File: src/rtl/hack_exec_ctrl.sv
// Multi-cycle Hack CPU sequencer: fetch, decode, optional M read, ALU execute,
// optional M write and conditional jump, with req/ack handshakes on both memories.
module hack_exec_ctrl #(
    parameter int              PC_W     = 15,
    parameter logic [PC_W-1:0] RESET_PC = {PC_W{1'b0}}
) (
    input  logic            clk,
    input  logic            reset,
    input  logic            run,
    output logic            imem_req,
    output logic [PC_W-1:0] imem_addr,
    input  logic            imem_ack,
    input  logic [15:0]     imem_data,
    output logic            dmem_rd,
    output logic            dmem_wr,
    output logic [PC_W-1:0] dmem_addr,
    output logic [15:0]     dmem_wdata,
    input  logic            dmem_ack,
    input  logic [15:0]     dmem_rdata,
    output logic [15:0]     alu_x,
    output logic [15:0]     alu_y,
    output logic [5:0]      alu_fn,
    input  logic [15:0]     alu_out,
    input  logic            alu_zero,
    output logic [PC_W-1:0] pc,
    output logic [15:0]     a_reg,
    output logic [15:0]     d_reg,
    output logic            retire
);

    localparam logic [PC_W-1:0] PC_ONE = {{(PC_W-1){1'b0}}, 1'b1};

    typedef enum logic [2:0] {
        S_FETCH  = 3'd0,
        S_DECODE = 3'd1,
        S_MREAD  = 3'd2,
        S_EXEC   = 3'd3,
        S_MWRITE = 3'd4
    } state_e;

    state_e          state_q, state_d;
    logic [PC_W-1:0] pc_q, pc_d;
    logic [PC_W-1:0] addr_q, addr_d;
    logic [15:0]     a_q, a_d;
    logic [15:0]     d_q, d_d;
    logic [15:0]     ir_q, ir_d;
    logic [15:0]     m_q, m_d;
    logic [15:0]     wdata_q, wdata_d;
    logic [5:0]      fn_q, fn_d;
    logic            neg_q, neg_d;
    logic            zero_q, zero_d;
    logic            imem_req_q, imem_req_d;
    logic            dmem_rd_q, dmem_rd_d;
    logic            dmem_wr_q, dmem_wr_d;
    logic            retire_q, retire_d;

    logic            res_neg_s;
    logic            res_zero_s;
    logic            jump_s;
    logic [PC_W-1:0] next_pc_s;

    // addr_q holds A at instruction start: it is both the M address and the jump target
    always_comb begin
        res_neg_s  = (state_q == S_EXEC) ? alu_out[15] : neg_q;
        res_zero_s = (state_q == S_EXEC) ? alu_zero    : zero_q;
        jump_s     = (ir_q[2] & res_neg_s) | (ir_q[1] & res_zero_s) |
                     (ir_q[0] & ~res_neg_s & ~res_zero_s);
        next_pc_s  = jump_s ? addr_q : (pc_q + PC_ONE);
    end

    // Next-state and datapath update for the instruction sequencer
    always_comb begin
        state_d    = state_q;
        pc_d       = pc_q;
        addr_d     = addr_q;
        a_d        = a_q;
        d_d        = d_q;
        ir_d       = ir_q;
        m_d        = m_q;
        wdata_d    = wdata_q;
        fn_d       = fn_q;
        neg_d      = neg_q;
        zero_d     = zero_q;
        imem_req_d = 1'b0;
        dmem_rd_d  = 1'b0;
        dmem_wr_d  = 1'b0;
        retire_d   = 1'b0;

        case (state_q)
            S_FETCH: begin
                if (imem_req_q) begin
                    if (imem_ack) begin
                        ir_d    = imem_data;
                        state_d = S_DECODE;
                    end else begin
                        imem_req_d = 1'b1;
                    end
                end else begin
                    imem_req_d = run;
                end
            end
            S_DECODE: begin
                addr_d = a_q[PC_W-1:0];
                if (!ir_q[15]) begin
                    a_d        = ir_q;
                    pc_d       = pc_q + PC_ONE;
                    retire_d   = 1'b1;
                    imem_req_d = run;
                    state_d    = S_FETCH;
                end else begin
                    fn_d = ir_q[11:6];
                    if (ir_q[12]) begin
                        dmem_rd_d = 1'b1;
                        state_d   = S_MREAD;
                    end else begin
                        state_d = S_EXEC;
                    end
                end
            end
            S_MREAD: begin
                if (dmem_ack) begin
                    m_d     = dmem_rdata;
                    state_d = S_EXEC;
                end else begin
                    dmem_rd_d = 1'b1;
                end
            end
            S_EXEC: begin
                if (ir_q[5]) begin
                    a_d = alu_out;
                end else begin
                    a_d = a_q;
                end
                if (ir_q[4]) begin
                    d_d = alu_out;
                end else begin
                    d_d = d_q;
                end
                neg_d  = alu_out[15];
                zero_d = alu_zero;
                if (ir_q[3]) begin
                    wdata_d   = alu_out;
                    dmem_wr_d = 1'b1;
                    state_d   = S_MWRITE;
                end else begin
                    pc_d       = next_pc_s;
                    retire_d   = 1'b1;
                    imem_req_d = run;
                    state_d    = S_FETCH;
                end
            end
            S_MWRITE: begin
                if (dmem_ack) begin
                    pc_d       = next_pc_s;
                    retire_d   = 1'b1;
                    imem_req_d = run;
                    state_d    = S_FETCH;
                end else begin
                    dmem_wr_d = 1'b1;
                end
            end
            default: begin
                state_d = S_FETCH;
            end
        endcase
    end

    // State and output registers; reset overrides any pending handshake
    always_ff @(posedge clk) begin
        if (reset) begin
            state_q    <= S_FETCH;
            pc_q       <= RESET_PC;
            addr_q     <= {PC_W{1'b0}};
            a_q        <= 16'h0000;
            d_q        <= 16'h0000;
            ir_q       <= 16'h0000;
            m_q        <= 16'h0000;
            wdata_q    <= 16'h0000;
            fn_q       <= 6'b000000;
            neg_q      <= 1'b0;
            zero_q     <= 1'b0;
            imem_req_q <= 1'b0;
            dmem_rd_q  <= 1'b0;
            dmem_wr_q  <= 1'b0;
            retire_q   <= 1'b0;
        end else begin
            state_q    <= state_d;
            pc_q       <= pc_d;
            addr_q     <= addr_d;
            a_q        <= a_d;
            d_q        <= d_d;
            ir_q       <= ir_d;
            m_q        <= m_d;
            wdata_q    <= wdata_d;
            fn_q       <= fn_d;
            neg_q      <= neg_d;
            zero_q     <= zero_d;
            imem_req_q <= imem_req_d;
            dmem_rd_q  <= dmem_rd_d;
            dmem_wr_q  <= dmem_wr_d;
            retire_q   <= retire_d;
        end
    end

    assign imem_req   = imem_req_q;
    assign imem_addr  = pc_q;
    assign dmem_rd    = dmem_rd_q;
    assign dmem_wr    = dmem_wr_q;
    assign dmem_addr  = addr_q;
    assign dmem_wdata = wdata_q;
    assign alu_x      = d_q;
    assign alu_y      = ir_q[12] ? m_q : a_q;
    assign alu_fn     = fn_q;
    assign pc         = pc_q;
    assign a_reg      = a_q;
    assign d_reg      = d_q;
    assign retire     = retire_q;

endmodule

File: config.mk
export PLATFORM = sky130hd
export DESIGN_NAME = hack_exec_ctrl
export DESIGN_NICKNAME = d
export VERILOG_FILES = /design/src/rtl/hack_exec_ctrl.sv
export SDC_FILE = /design/constraint.sdc
export NUM_CORES = 1
export LEC_CHECK = 0
export CAP_MARGIN = 20
export CORE_ASPECT_RATIO = 0.9
export CORE_MARGIN = 2
export CORE_UTILIZATION = 35
export DETAILED_ROUTE_END_ITERATION = 10
export PLACE_DENSITY = 0.67
export SYNTH_ARGS = -nofsm -noshare
export SYNTH_HDL_FRONTEND = slang
export SYNTH_SLANG_ARGS = --single-unit
File: constraint.sdc
create_clock -name clk -period 3.8 [get_ports clk]
set_input_delay 0.76 -clock clk [delete_from_list [all_inputs] [get_ports clk]]
set_output_delay 0.76 -clock clk [all_outputs]
set_load 0.05 [all_outputs]
==> results.tsv <==
metric	value	unit
outcome	complete, no violations	
crit path cell chain	buf_4 -> mux2_2 -> clkdlybuf4s50_1	
commonest non-fill, non-tap cell in the layout	nand2_1	
pwr dens	416	nW/um^2
# clock sinks	125	
largest area contributor in the netlist	dfxtp_1	
Initial DRC Count	401	
FFs w/ async S/R, synth	0	%
Critical Setup Path Class	reg -> out	
Leak	2.70	nW
die width	139	um
Distinct cells, synth	62	
htree depth	4	
post-route cell area	8120	um^2
Core ar.	16100	um^2
ant diodes	0	
fillcell total	1576	
vias in the first global route	5201	
RSZ-0062 raised after global routing	no	
netlist area before placement	5760	um^2
port bufs	188	
Routed Antenna Nets	0	
Starting Density	35.7	%
clk slew on worst S/H paths	0.06	ns
CTS root buffer	clkbuf_16	
top_reg_cell synth	dfxtp_1	
DP Wirelength	13000	um
die area	17500	um^2
Worst EP required	3.04	ns
share of cells above drive strength 1	8.93	%
Post-synth EDFFs	0	
critical path peak fanout	16	
Avg WL per Cell	17.1	um
Worst Tran Pin Value	0.957	ns
post-synthesis cell count	727	
share of Yosys cell area claimed by the top area cell type	43.4	%
Mapped Nets	782	
count of final setup violators	0	
number of hold buffers added after CTS	0	
DR vias/cell	5.23	
GP Congestion	0.822	
CTS tree	done	
final global-route overflow total	0	
area post-placement	7520	um^2
DRC violations left	0	
commonest non-fill, non-tap cells in the layout	229 x nand2_1, 187 x clkdlybuf4s50_1, 125 x dfxtp_1	
Layout area overhead	40.9	%
syn avg cell area	7.92	um^2
Synth area leaders	dfxtp_1 43%, nand2_1 15%, a21oi_1 8.2%, buf_4 4.3%, mux2_2 3.1%	
First-pass DRT Iterations	5	
clock latency at the later pin of the worst-skew pair	0.43	ns
register area share after synthesis	43.4	%
CP max stage delay	0.70	ns
final setup skew	0.0109	ns
Rows	44	
Die H	126	um
Startpoint Class	flip-flop	
final hold vios	0	
Rel. slew slack	36.0	%
Post-CTS Setup Inserts	0	
Seq cells post-synth	125	
slowest CP cell	clkdlybuf4s50_1	
cts repair resizes	0	
first-pass GRT wire length	29000	um
antenna violations before repair	0	
min Tclk post-route	3.02	ns
final worst-path cycle share	79.4	%
crit end category	primary output	
final slew viol count	0	
Num CTS Buffers	17	
hold crit path type	reg -> reg	
Max VDD drop	0.000322	V
gr usage total	21.0	%
final setup TNS	0	ns
critical path data arrival time	2.26	ns
total wire length	18400	um
Fmax	332	MHz
vias	5646	
# IOs	189	
Total Nets Final	915	
maxcap violations	0	
pin count of the biggest net entering global routing	82	
total power	0.00337	W
clk buf depth	2	
Synth Warn #	0	
-- logic make-up after synthesis --
family / share of synthesized area [%]
and+or+nand+nor: 25.0
DFF: 43.4
AOI/OAI and AO/OA: 19.4
buffers and inverters: 8.47
adders and majority gates: 0.217
muxes: 3.54
-- path summary, 6_finish.rpt --
kind / from / endpoint / slack [ns] / depth (start not counted)
worst min-delay path: dmem_wdata[15] / dmem_wdata[15] / 0.45 / 2
worst max-delay path: ir_q[12] / alu_y[2] / 0.78 / 3
worst min register to register: dmem_wdata[15] / dmem_wdata[15] / 0.45 / 2
worst max register to register: state_q[0] / imem_addr[10] / 1.10 / 6
-- cells in the mapped netlist, drive strengths merged, types with 2 or more instances --
| cell type | instances |
|---|---|
| a2111oi | 4 |
| a21oi | 94 |
| a311oi | 15 |
| a31oi | 4 |
| a41oi | 3 |
| and2 | 5 |
| and3 | 2 |
| and3b | 2 |
| buf | 52 |
| clkbuf | 33 |
| dfxtp | 125 |
| inv | 3 |
| mux2 | 16 |
| mux2i | 2 |
| nand2 | 231 |
| nand2b | 4 |
| nand3 | 16 |
| nand3b | 2 |
| nor2 | 27 |
| nor2b | 5 |
| nor3 | 7 |
| nor3b | 2 |
| nor4 | 11 |
| nor4b | 3 |
| o211ai | 3 |
| o21ai | 8 |
| o221ai | 8 |
| o22ai | 7 |
| o311ai | 3 |
| o31a | 6 |
| or3 | 3 |
| or3b | 2 |
| or4 | 2 |
-- metal layers --
metal | share of wire (%) | GRT usage (%) | vias up
li1 | - | - | 2759
met1 | 46 | 28.6 | 2633
met2 | 43 | 30.7 | 232
met3 | 9.9 | 8.06 | 22
met4 | 1.8 | 6.60 | 0
met5 | 0 | 0 | -
-- area by class of cell --
class,instances,area (um^2),share of cell area (%)
clock buffers,18,439,5.41
clock inverters,14,158,1.94
inverters,4,15.0,0.185
multi-input cells,513,2780,34.3
flip-flops and latches,125,2500,30.8
well taps,207,259,3.19
repair buffers,199,1960,24.2
-- metrics by stage --
step / setup WS [ns] / hold WS [ns] / std cells / utilization (%)
floorplan: 1.52 / 0.433 / 727 / -
global placement: 0.793 / 0.440 / 1048 / 46.6
detailed placement: 0.754 / 0.446 / 1048 / 46.6
CTS: 0.733 / 0.455 / 1080 / 50.3
global route: 0.699 / 0.470 / 1080 / 50.3
finish: 0.784 / 0.453 / 1080 / 50.3
-- critical path: cells and delay by family (launching register included) --
family,cells,cell delay (ns)
flip-flops,1,0.43
multiplexers,1,0.38
buffers and inverters,2,1.01
-- power by group --
| part | leakage, nW | total, W | internal [W] | switching (W) |
|---|---|---|---|---|
| combinational | 1.40 | 0.000360 | 0.000139 | 0.000222 |
| clock | 0.290 | 0.00164 | 0.000994 | 0.000645 |
| sequential | 1.01 | 0.00137 | 0.00134 | 0.0000381 |
| total | 2.70 | 0.00337 | 0.00247 | 0.000905 |
No activity file was read; power rests on OpenSTA's default activity.
